### config.mk
export PLATFORM = sky130hd
export DESIGN_NAME = crc_frame_tx_flat
export DESIGN_NICKNAME = d
export VERILOG_FILES = /design/src/rtl/crc_frame_tx_if.sv /design/src/rtl/crc_frame_tx.sv /design/src/flat_wrapper.sv
export SDC_FILE = /design/constraint.sdc
export NUM_CORES = 1
export LEC_CHECK = 0
export ABC_AREA = 1
export CORE_MARGIN = 3
export CORE_UTILIZATION = 35
export DETAILED_ROUTE_END_ITERATION = 10
export REMOVE_ABC_BUFFERS = 1
export SYNTH_ARGS = -nofsm -noshare
export SYNTH_HDL_FRONTEND = slang
export SYNTH_SLANG_ARGS = --single-unit
### constraint.sdc
create_clock -name clk -period 1.4 [get_ports clk]
set_input_delay 0.28 -clock clk [delete_from_list [all_inputs] [get_ports clk]]
set_output_delay 0.28 -clock clk [all_outputs]
set_load 0.01 [all_outputs]
### src/rtl/crc_frame_tx_if.sv
// Byte-stream transmitter interface: parallel payload load side plus the
// valid/ready byte stream and frame status. The transmitter uses the slave modport.
interface crc_frame_tx_if #(
    parameter int PAYLOAD_BYTES = 8
);
    logic                       dataEn;
    logic [8*PAYLOAD_BYTES-1:0] dataIn;
    logic                       busy;
    logic                       overrun;
    logic [7:0]                 byteOut;
    logic                       byteValid;
    logic                       byteReady;
    logic                       frameDone;
    logic [15:0]                crcOut;

    modport master (
        output dataEn,
        output dataIn,
        output byteReady,
        input  busy,
        input  overrun,
        input  byteOut,
        input  byteValid,
        input  frameDone,
        input  crcOut
    );

    modport slave (
        input  dataEn,
        input  dataIn,
        input  byteReady,
        output busy,
        output overrun,
        output byteOut,
        output byteValid,
        output frameDone,
        output crcOut
    );
endinterface

### src/rtl/crc_frame_tx.sv
// CRC-framed byte transmitter: sends one payload word MSB byte first, then the
// CRC-16/CCITT-FALSE of the payload (high byte first), then holds off for a gap.
module crc_frame_tx #(
    parameter int          PAYLOAD_BYTES = 8,
    parameter int          IDLE_GAP      = 2,
    parameter logic [15:0] CRC_INIT      = 16'hFFFF
) (
    input logic           clk,
    input logic           rst,
    crc_frame_tx_if.slave link
);

    localparam int DATA_W = 8 * PAYLOAD_BYTES;
    localparam int CNT_W  = (PAYLOAD_BYTES > 1) ? $clog2(PAYLOAD_BYTES) : 1;
    localparam int GAP_W  = (IDLE_GAP > 0) ? $clog2(IDLE_GAP + 1) : 1;
    localparam logic [CNT_W-1:0] LAST_BYTE = CNT_W'(PAYLOAD_BYTES - 1);
    localparam logic [GAP_W-1:0] GAP_LAST  = GAP_W'(IDLE_GAP);

    typedef enum logic [2:0] {
        IDLE,
        PAYLOAD,
        CRC_HI,
        CRC_LO,
        GAP
    } TxState;

    TxState            state;
    logic [DATA_W-1:0] shiftReg;
    logic [DATA_W-1:0] shiftNext;
    logic [CNT_W-1:0]  byteCnt;
    logic [GAP_W-1:0]  gapCnt;
    logic [15:0]       crc;
    logic [15:0]       crcNext;
    logic              handshake;

    // One byte of CRC-16 0x1021, MSB first, non-reflected.
    function automatic logic [15:0] crcStep(input logic [15:0] crcIn, input logic [7:0] data);
        logic [15:0] c;
        logic        fb;
        c = crcIn;
        for (int i = 7; i >= 0; i--) begin
            fb = c[15] ^ data[i];
            c  = {c[14:0], 1'b0};
            if (fb) begin
                c = c ^ 16'h1021;
            end
        end
        return c;
    endfunction

    assign handshake = link.byteValid && link.byteReady;
    assign shiftNext = shiftReg << 8;
    assign crcNext   = crcStep(crc, shiftReg[DATA_W-1 -: 8]);
    assign link.busy = (state != IDLE);

    // byteOut always carries the byte on offer; it only changes on a handshake,
    // so a stalled sink sees stable data.
    always_ff @(posedge clk) begin
        if (rst) begin
            state          <= IDLE;
            shiftReg       <= '0;
            byteCnt        <= '0;
            gapCnt         <= '0;
            crc            <= CRC_INIT;
            link.byteOut   <= 8'h00;
            link.byteValid <= 1'b0;
            link.overrun   <= 1'b0;
            link.frameDone <= 1'b0;
            link.crcOut    <= 16'h0000;
        end else begin
            link.overrun   <= link.dataEn && (state != IDLE);
            link.frameDone <= 1'b0;
            case (state)
                IDLE: begin
                    if (link.dataEn) begin
                        shiftReg       <= link.dataIn;
                        byteCnt        <= '0;
                        crc            <= CRC_INIT;
                        link.byteOut   <= link.dataIn[DATA_W-1 -: 8];
                        link.byteValid <= 1'b1;
                        state          <= PAYLOAD;
                    end
                end
                PAYLOAD: begin
                    if (handshake) begin
                        crc      <= crcNext;
                        shiftReg <= shiftNext;
                        if (byteCnt == LAST_BYTE) begin
                            link.byteOut <= crcNext[15:8];
                            state        <= CRC_HI;
                        end else begin
                            byteCnt      <= byteCnt + 1'b1;
                            link.byteOut <= shiftNext[DATA_W-1 -: 8];
                        end
                    end
                end
                CRC_HI: begin
                    if (handshake) begin
                        link.byteOut <= crc[7:0];
                        state        <= CRC_LO;
                    end
                end
                CRC_LO: begin
                    if (handshake) begin
                        link.byteValid <= 1'b0;
                        link.byteOut   <= 8'h00;
                        link.frameDone <= 1'b1;
                        link.crcOut    <= crc;
                        gapCnt         <= '0;
                        state          <= (IDLE_GAP == 0) ? IDLE : GAP;
                    end
                end
                GAP: begin
                    // The frameDone cycle is gap cycle zero, so busy stays
                    // high for IDLE_GAP further cycles.
                    if (gapCnt == GAP_LAST) begin
                        state <= IDLE;
                    end else begin
                        gapCnt <= gapCnt + 1'b1;
                    end
                end
                default: begin
                    state <= IDLE;
                end
            endcase
        end
    end

endmodule

### src/flat_wrapper.sv
// flat-port wrapper written by rule: the top's interface ports become plain ports
module crc_frame_tx_flat 
#(
    parameter int          PAYLOAD_BYTES = 8,
    parameter int          IDLE_GAP      = 2,
    parameter logic [15:0] CRC_INIT      = 16'hFFFF
)
  (clk, rst, link_dataEn, link_dataIn, link_byteReady, link_busy, link_overrun, link_byteOut, link_byteValid, link_frameDone, link_crcOut);
  crc_frame_tx_if #(.PAYLOAD_BYTES(PAYLOAD_BYTES)) link_i ();
  input logic clk;
  input logic rst;
  input wire logic [$bits(link_i.dataEn)-1:0] link_dataEn;
  input wire logic [$bits(link_i.dataIn)-1:0] link_dataIn;
  input wire logic [$bits(link_i.byteReady)-1:0] link_byteReady;
  output wire logic [$bits(link_i.busy)-1:0] link_busy;
  output wire logic [$bits(link_i.overrun)-1:0] link_overrun;
  output wire logic [$bits(link_i.byteOut)-1:0] link_byteOut;
  output wire logic [$bits(link_i.byteValid)-1:0] link_byteValid;
  output wire logic [$bits(link_i.frameDone)-1:0] link_frameDone;
  output wire logic [$bits(link_i.crcOut)-1:0] link_crcOut;
  assign link_i.dataEn = link_dataEn;
  assign link_i.dataIn = link_dataIn;
  assign link_i.byteReady = link_byteReady;
  assign link_busy = link_i.busy;
  assign link_overrun = link_i.overrun;
  assign link_byteOut = link_i.byteOut;
  assign link_byteValid = link_i.byteValid;
  assign link_frameDone = link_i.frameDone;
  assign link_crcOut = link_i.crcOut;
  crc_frame_tx #(.PAYLOAD_BYTES(PAYLOAD_BYTES), .IDLE_GAP(IDLE_GAP), .CRC_INIT(CRC_INIT)) u_core (.clk(clk), .rst(rst), .link(link_i));
endmodule
==> results.ini, run 1 <==
[routing]
drt_iter0_drc=315
ant_nets=0
routed_wl_um=15100
firstDrtPassIters=5
num_vias=5345
via_per_inst=5.07
wl_per_cell_um=14.3
drc=0

[yosys]
syn_avg_cell_area_um2=7.08
synthSimpleGateAreaFrac=0.215
yosys.area.top_type_share=0.453
yosysWarnings=0
yosys-top-cells-area=dfxtp_1 45%, nand2_1 16%, o21ai_0 8.3%, a31oi_1 6.9%, a21oi_1 5.5%
yosysTopAreaCell=dfxtp_1
synthAdderAreaFrac=0.00738
synth_cells=718
yosysSeqAreaShare=0.453
netlist_area_um2=5080
synth_top_family_by_area=compound AO/OA/AOI/OAI gates
synth_compound_area_frac=0.241
muxShareOfSynthArea=0
synth-seq-cells=115
synth-xor-area-share=0.00689
yosysUniqueCellTypes=25

[finish]
antenna_cells=0
seq_area_um2=2320
fin_nets=932
drive_gt1_frac=0.203
area_delta_synth_final_pct=54.9
fin_cells=1054
multi_input_area_um2=2620
fillerInstances=1309

[placed_design]
gp_congestion=0.875
portBuffers=95
detailedPlacementHpwl_um=10000
dp_cells=1000

[timing]
relSlewSlack=0.745
fin_skew_ns=0.0189
worstMarginPinSlew_ns=0.382
grt_setup_unrepaired=yes
min_period_ns=1.55
hold_viol=0
period_share=1.11
setup_ws_ns=-0.149
finalSetupViolations=99
fmax_mhz=646
slew_violations=0
hold_slack_ns=0.441

[die]
design.die.area_um2=16000
coreArea_um2=14000
initial_core_util=0.362
rows=43
ioPinCount=96
die_h_um=127
die_x_um=127

[critical_path]
crit_top_cell=buf_12
worstPathRequired_ns=1.72
arrival_ns=1.87
worst-path-stages=7
crit_slowest_cell=dfxtp_4
setup.worst_path.start_class=flop
reg2regPathDepth=7
path_buf_inv=3
max_stage_delay_ns=0.37
path_delay_family=buffers and inverters
reg2reg_slack_ns=-0.15
crit_path_end_kind=flop
path_max_fanout=21
critPathKind=reg2reg
crit_chain=nor3_4 > inv_2 > o21ai_4 > buf_12 > buf_12 > o21ai_1 > a31oi_1

[outcome]
outcome=finished, violations left
violations=setup timing

[global_routing]
grt.total_usage=0.184
grt_pass1_wl_um=24000
grt-ovfl-total=0
grt_max_degree=37
antenna_found_initial=0
grt_pass1_vias=5118

[power_and_ir_drop]
power_density_nw_per_um2=2180
p_leak_nw=3.42
irDropWorstVdd_mv=1.19

[clock_network]
htree_levels=4
clk_path_buf_depth=2
clk_latency_ns=0.41
cts.reportedPaths.clkPinSlew_ns=0.05
hold_buffers=0
root_buffer=clkbuf_16
cts_tree=built
cts_buffers=17
clkSinkCount=115

[flow_run]
maxCapViolations=0

[worst_hold_path]
worst_hold_path_type=in2reg
whs_path_depth=3

-- placed cells by master, fill, tap and decap left out, types with 5 or more instances in the layout --
master           count
o21ai_2             10
nand3_1             27
nand2_2             12
dlygate4sd2_1       26
nor2_1              16
clkinv_2             5
o211ai_1             8
buf_6                8
a21oi_2             13
clkdlybuf4s50_1     67
a31oi_1             56
inv_2                5
dfxtp_1            109
buf_4               43
inv_1               37
clkbuf_16           20
o21ai_0             39
a21oi_1             43
nand2_1            204
o21ai_1             56
buf_12              21
-- cell usage after synthesis --
| master | count |
|---|---|
| buf_2 | 11 |
| xnor2_1 | 1 |
| xor2_1 | 3 |
| inv_1 | 45 |
| nor3_1 | 2 |
| buf_1 | 2 |
| o21ai_0 | 84 |
| dfxtp_1 | 115 |
| nor2_2 | 1 |
| nand2_1 | 217 |
| a31oi_1 | 56 |
| o21ai_1 | 21 |
| inv_2 | 2 |
| nand4_1 | 2 |
| nor3_4 | 1 |
| o211ai_1 | 8 |
| nor2_1 | 18 |
| o21ai_2 | 1 |
| or2_2 | 1 |
| a21oi_1 | 56 |
| buf_4 | 4 |
| nand3_1 | 31 |
| ha_1 | 3 |
| nand2_2 | 1 |
| clkbuf_1 | 32 |
-- tightest hold or removal path, stage by stage --
cell             delay (ns)
clkdlybuf4s50_1        0.39
nand2_1                0.06
a31oi_1                0.07
-- final timing paths --
path,start,endpoint
hold / removal,link_dataIn[11],u_core.shiftReg[11]
setup / recovery,u_core.state[2],u_core.shiftReg[59]
hold reg to reg,u_core.shiftReg[3],u_core.shiftReg[3]
setup reg to reg,u_core.state[2],u_core.shiftReg[59]
-- logic make-up after synthesis --
family / after synthesis
buffers and inverters: 96
AO/OA/AOI/OAI: 226
adder cells (fa/ha/maj): 3
AND/OR/NAND/NOR: 274
flip-flops: 115
XOR/XNOR: 4
-- routing by layer --
layer  wire length, um  global-route usage  vias up
li1                  -                   -     2728
met1              6720               0.229     2464
met2              7550               0.306      149
met3               747              0.0451        4
met4                73              0.0694        0
met5                 0                   0        -
-- sequential cells by signal, summed over array words and instances (netlist names) --
name	flops
u_core.shiftReg	64
u_core.link.overrun	1
u_core.link.crcOut	16
u_core.byteCnt	3
u_core.crc	16
u_core.link.byteValid	1
u_core.state	3
u_core.link.frameDone	1
u_core.link.byteOut	8
u_core.gapCnt	2
-- area by class of cell --
class / instances / area share
Clock buffer: 22 / 0.0615
Multi-Input combinational cell: 507 / 0.332
Clock inverter: 10 / 0.0194
Sequential cell: 115 / 0.294
Timing Repair Buffer: 173 / 0.240
Inverter: 47 / 0.0246
Tap cell: 180 / 0.0286
-- repair_timing --
item	CTS	global route
pin swaps	4	27
endpoints found under the setup margin	139	115
gates cloned	3	3
buffers inserted	7	10
gates resized for setup	60	113
-- where the power goes --
part	leakage, nW	internal (mW)	total, mW	switching [mW]
registers	0.950	4.20	4.77	0.577
clock network	0.316	3.15	4.62	1.47
logic	2.15	3.46	7.76	4.30
-- per-stage QoR --
step	total power, mW	setup slack [ns]	util	setup TNS, ns	cell area, um2
after floorplan	8.27	-4.63	-	-365.51	4870
after global placement	11.3	-0.396	0.475	-35.34	6680
after detailed placement	11.4	-0.449	0.475	-37.76	6680
after CTS	16.3	-0.182	0.532	-13.44	7480
after global routing	18.3	-0.229	0.561	-15.33	7880
final	17.2	-0.149	0.561	-8.28	7880
(Power assumes the default switching activity.)
==> inputs of run 2 (changes only) <==
CORE_UTILIZATION = 47   (was 35)
PLACE_DENSITY = 0.76   (was default)
==> run 2 against run 1 <==
  * The flow still finishes with violations (setup timing)
  * First-iteration DRC count rose by 130%
  * Cell count fell by 2.4%
  * Clock power rose by 6.5%
  * Fmax fell by 11%
  * Via count rose by 16%
  * Critical path depth rose by 1
  * Largest power group unchanged
  * Utilization rose by 23 points
  * Setup slack got worse by 0.19 ns
  * Flip-flop and latch count did not move
  * Critical path type unchanged
==> results.ini, run 2 (synthesis results as in run 1) <==
[finish]
final_cell_mix=199 x nand2_1, 102 x dfxtp_1, 67 x clkdlybuf4s50_1
regMostFlops=u_core.shiftReg
seq_area_um2=2330  ; +0.38%
multi_input_area_um2=2790  ; +6.8%
reg_top3=u_core.shiftReg: 64 flops, u_core.crc: 16 flops, u_core.link.crcOut: 16 flops
area_delta_synth_final_pct=62.3
layout_commonest_cell=nand2_1
drive_gt1_frac=0.293  ; +0.0909
postLayoutCoreUtil=0.792  ; +0.231
fin_area_um2=8250  ; +4.8%
fillerInstances=593  ; -55%
antenna_cells=0  ; unchanged
fin_cells=1029  ; -2.4%
largest_reg_flops=64  ; unchanged
fin_nets=951  ; +2.0%

[die]
rows=37  ; -14%
die_h_um=110  ; -13%
design.die.area_um2=12100  ; -24%
coreArea_um2=10400  ; -26%
die_x_um=110  ; -13%
initial_core_util=0.488  ; +0.126
ioPinCount=96  ; unchanged

[critical_path]
worstPathRequired_ns=1.85  ; +0.13 ns
critPathKind=reg2reg
setup.worst_path.start_class=flop
startpoint=u_core.state[2]
crit_path_end_kind=flop
regToRegStartpoint=u_core.state[2]
path_max_fanout=5  ; -76%
arrival_ns=2.19  ; +0.32 ns

[clock_network]
root_buffer=clkbuf_8
hold_buffers=0  ; unchanged
cts.reportedPaths.clkPinSlew_ns=0.07  ; +0.02 ns
cts_buffers=17  ; unchanged
clkSinkCount=115  ; unchanged
cts_tree=built
clk_latency_ns=0.55  ; +0.14 ns
htree_levels=4  ; unchanged
clk_path_buf_depth=2  ; unchanged

[timing]
min_period_ns=1.74  ; +0.188 ns
setup_ws_ns=-0.337  ; -0.188 ns
relSlewSlack=0.666  ; -0.0789
fin_skew_ns=0.0113  ; -0.00760 ns
period_share=1.24  ; +0.134
hold_viol=0  ; unchanged
finalSetupViolations=112  ; +13%
grt_setup_unrepaired=yes
worstMarginPinSlew_ns=0.501  ; +0.118 ns
slew_violations=0  ; unchanged
fmax_mhz=576  ; -11%

[power_and_ir_drop]
power_density_nw_per_um2=2360  ; +8.3%
irDropWorstVdd_mv=1.10  ; -7.2%
p_leak_nw=3.50  ; +2.3%

[global_routing]
grt-ovfl-total=0  ; unchanged
grt_max_degree=57  ; +54%
antenna_found_initial=0  ; unchanged
grt_pass1_vias=5920  ; +16%
grt.total_usage=0.308  ; +0.124
grt_pass1_wl_um=28900  ; +21%

[placed_design]
placed_area_um2=6500  ; -2.6%
dp_cells=950  ; -5.0%
detailedPlacementHpwl_um=9290  ; -7.5%
gp_congestion=0.861  ; -1.6%
portBuffers=95  ; unchanged

[routing]
via_per_inst=6.04  ; +19%
drt_iter0_drc=723  ; +130%
ant_nets=0  ; unchanged
drc=0  ; unchanged
routed_wl_um=20100  ; +33%
firstDrtPassIters=5  ; unchanged
wl_per_cell_um=19.6  ; +37%
num_vias=6215  ; +16%

[flow_run]
maxCapViolations=0  ; unchanged

[worst_hold_path]
hold_path_startpoint=link_dataIn[8]
worst_hold_path_type=in2reg

[outcome]
outcome=finished, violations left
violations=setup timing

==> run 2: cell count changes in the layout (fill, tap and decap cells not counted), moves of 9 or more <==
cell,previous run,this run
dlygate4sd2_1,26,0
o21ai_2,10,27
o21ai_1,56,45
clkbuf_2,0,15
o21ai_0,39,30
buf_6,8,23
==> run 2: final timing paths <==
path / endpoint / slack [ns] / depth (start not counted)
max: u_core.shiftReg[45] / -0.34 / 8
min: u_core.shiftReg[8] / 0.30 / 3
max reg2reg: u_core.shiftReg[45] / -0.34 / 8
min reg2reg: u_core.link.byteOut[4] / 0.46 / 2
==> run 2: critical path, cell delays in order (launching register included) <==
cell and delay, ns:
dfxtp_4 0.37, nor3_4 0.23, inv_2 0.09, o21ai_4 0.21
buf_6 0.16, buf_6 0.13, buf_6 0.14, o21ai_1 0.08
a31oi_1 0.21
==> run 2: stage by stage <==
stage / power [mW] / hold WS [ns] / setup slack [ns] / setup TNS [ns]
floorplan: 8.27 / 0.349 / -4.63 / -365.51
global placement: 10.8 / 0.450 / -0.402 / -38.59
detailed placement: 11.0 / 0.457 / -0.456 / -41.11
CTS: 18.3 / 0.315 / -0.240 / -15.09
global route: 20.2 / 0.324 / -0.358 / -25.28
finish: 19.5 / 0.305 / -0.337 / -19.70
==> run 2: layout make-up <==
| cell class | count | area share |
|---|---|---|
| timing repair buffer | 191 | 0.256 |
| clock buffer | 18 | 0.0518 |
| sequential | 115 | 0.282 |
| multi-input combinational | 508 | 0.339 |
| clock inverter | 14 | 0.0284 |
| tap | 136 | 0.0206 |
| inverter | 47 | 0.0226 |
==> run 2: power breakdown <==
part           switching [mW]  leakage [nW]  internal [mW]
registers               0.715         0.953           4.21
clock network            1.63         0.313           3.29
logic                    5.38          2.23           4.24
total                    7.72          3.50           11.7
==> run 2: metal layers <==
layer / track usage / part of all wire
met1: 0.364 / 0.37
met2: 0.513 / 0.48
met3: 0.0740 / 0.092
met4: 0.167 / 0.061
met5: 0 / 0
==> run 2: repair_timing <==
item	in CTS	in global routing
resized for setup	226	88
pin swaps	22	15
setup buffers	30	9
gates cloned	13	3
endpoints found under the setup margin	132	138
==> inputs of run 3 (changes only) <==
CTS_CLUSTER_DIAMETER = 150   (was default)
SETUP_SLACK_MARGIN = 0.3   (was default)
==> run 3 against run 2 <==
  * The flow still finishes with violations (setup timing)
  * Critical path depth is the same
  * Critical endpoint is now u_core.shiftReg[38]
  * Die area is the same
  * Critical path type unchanged
  * Flip-flop and latch count is the same
  * First-iteration DRC count shrank 14%
  * Design area grew 6.9%
  * Utilization grew 5.4 points
  * Setup slack lost 0.15 ns
==> results.ini, run 3 (synthesis results as in run 1) <==
[global_routing]
grt_busiest_layer=met2
grt_pass1_vias=5352  ; -9.6%
grt_pass1_wl_um=25800  ; -11%
use_met3=0.0571  ; -0.0169
grt.total_usage=0.273  ; -0.0346
globalRouteMet1Util=0.338  ; -0.0257
use_met2=0.455  ; -0.0581
grt_max_degree=57  ; unchanged
antenna_found_initial=0  ; unchanged
grt-ovfl-total=0  ; unchanged

[placed_design]
detailedPlacementHpwl_um=9290  ; unchanged
placed_area_um2=6500  ; unchanged
dp_cells=950  ; unchanged
preCtsSetupSlack_ns=-0.456  ; unchanged
gp_congestion=0.861  ; unchanged
portBuffers=95  ; unchanged

[critical_path]
reg2regPathDepth=8  ; unchanged
critPathKind=reg2reg
crit_chain=nor3_4 > inv_2 > o21ai_4 > buf_6 > buf_16 > buf_12 > o21ai_2 > a31oi_1
setup.worst_path.start_class=flop
reg2reg_slack_ns=-0.48  ; -0.15 ns
max_stage_delay_ns=0.38  ; about the same
crit_slowest_cell=dfxtp_4
crit_path_end_kind=flop
worstPathRequired_ns=1.84  ; about the same
arrival_ns=2.32  ; +0.13 ns
regToRegStartpoint=u_core.state[2]
regToRegEndpoint=u_core.shiftReg[38]
path_buf_inv=4  ; unchanged
path_delay_family=buffers and inverters
path_max_fanout=8  ; +3

[clock_network]
htree_levels=4  ; unchanged
hold_buffers=0  ; unchanged
cts_tree=built
root_buffer=clkbuf_8
clk_latency_ns=0.54  ; about the same
cts_buffers=17  ; unchanged
clk_path_buf_depth=2  ; unchanged
clkSinkCount=115  ; unchanged
cts.reportedPaths.clkPinSlew_ns=0.06  ; about the same

[flow_run]
maxCapViolations=0  ; unchanged

[worst_hold_path]
worst_hold_path_type=in2reg
hold_path_startpoint=link_dataIn[8]
whs_path_depth=3  ; unchanged
holdPathEnd=u_core.shiftReg[8]

[timing]
period_share=1.35  ; +0.105
min_period_ns=1.88  ; +0.147 ns
fmax_mhz=531  ; -7.8%
relSlewSlack=0.690  ; +0.0235
worstMarginPinSlew_ns=0.465  ; -0.0353 ns
setup_ws_ns=-0.484  ; -0.147 ns
fin_skew_ns=0.00958  ; -0.00171 ns
hold_viol=0  ; unchanged
slew_violations=0  ; unchanged
grt_setup_unrepaired=yes
finalSetupViolations=115  ; +2.7%

[finish]
final_cell_mix=203 x nand2_1, 82 x dfxtp_1, 67 x clkdlybuf4s50_1
layout_commonest_cell=nand2_1
regMostFlops=u_core.shiftReg
seq_area_um2=2350  ; +1.2%
fin_cells=1041  ; +1.2%
area_delta_synth_final_pct=73.5
fillerInstances=498  ; -16%
postLayoutCoreUtil=0.847  ; +0.0543
drive_gt1_frac=0.370  ; +0.0768
multi_input_area_um2=2970  ; +6.1%
fin_area_um2=8820  ; +6.9%
largest_reg_flops=64  ; unchanged
reg_top3=u_core.shiftReg: 64 flops, u_core.crc: 16 flops, u_core.link.crcOut: 16 flops
fin_nets=963  ; +1.3%
antenna_cells=0  ; unchanged

[routing]
firstDrtPassIters=8  ; +3
ant_nets=0  ; unchanged
via_per_inst=6.36  ; +5.3%
drc=0  ; unchanged
drt_iter0_drc=622  ; -14%
wl_per_cell_um=22.0  ; +12%
routed_wl_um=22900  ; +14%
num_vias=6619  ; +6.5%

[power_and_ir_drop]
irDropWorstVdd_mv=1.37  ; +24%
p_leak_nw=3.71  ; +6.2%
power_density_nw_per_um2=2390  ; +1.2%

[die]
die_h_um=110  ; unchanged
design.die.area_um2=12100  ; unchanged
die_x_um=110  ; unchanged
ioPinCount=96  ; unchanged
initial_core_util=0.488  ; unchanged
rows=37  ; unchanged
coreArea_um2=10400  ; unchanged

[outcome]
outcome=finished, violations left
violations=setup timing

run 3: cell count changes in the layout (fill, tap and decap cells not counted), sizes merged:
| cell | previous run | this run |
|---|---|---|
| nand2 | 219 | 218 |
| clkdlybuf4s15 | 10 | 0 |
| clkbuf | 35 | 30 |
| buf | 97 | 125 |
run 3: worst max-delay path by stage:
stage	start	to	slack (ns)	depth (start not counted)
floorplan	u_core.state[2]	u_core.byteCnt[0]	-4.63	6
global placement	link_byteReady	u_core.shiftReg[16]	-0.40	7
detailed placement	link_byteReady	u_core.shiftReg[39]	-0.46	8
CTS	u_core.state[0]	link_busy	-0.20	5
global route	u_core.state[2]	u_core.shiftReg[6]	-0.48	8
finish	u_core.state[2]	u_core.shiftReg[38]	-0.48	8
run 3: metal layers:
| metal | wire (um) | vias up |
|---|---|---|
| met3 | 2300 | 193 |
| met1 | 7950 | 3069 |
| met4 | 1680 | 0 |
| li1 | - | 2783 |
| met5 | 0 | - |
| met2 | 11000 | 574 |
run 3: final cells by class:
class / instances / area share
Tap cell: 136 / 0.0193
Timing Repair Buffer: 204 / 0.282
Inverter: 47 / 0.0206
Clock inverter: 14 / 0.0265
Multi-Input combinational cell: 507 / 0.336
Clock buffer: 18 / 0.0485
Sequential cell: 115 / 0.267
run 3: through the flow:
step                power (mW)  hold slack (ns)  setup TNS [ns]
floorplan                 8.27            0.349         -365.51
global placement          10.8            0.450          -38.59
detailed placement        11.0            0.457          -41.11
CTS                       17.2            0.317          -11.53
global route              21.6            0.324          -40.28
finish                    21.0            0.311          -38.04
run 3: worst register-to-register path, stage by stage, from the launching register on:
cell	delay, ns
dfxtp_4	0.38
nor3_4	0.31
inv_2	0.13
o21ai_4	0.20
buf_6	0.19
buf_16	0.15
buf_12	0.13
o21ai_2	0.06
a31oi_1	0.23
run 3: timing repair:
item,4_1_cts,5_1_grt
endpoints found under the setup margin,142,143
buffers inserted,19,21
resized for setup,272,155
pin swaps,36,28
gates cloned,5,14
run 3: power by group:
part           switching [mW]  total, mW  internal [mW]
combinational            6.07       11.0           4.94
sequential              0.831       5.05           4.22
clock                    1.69       4.98           3.29
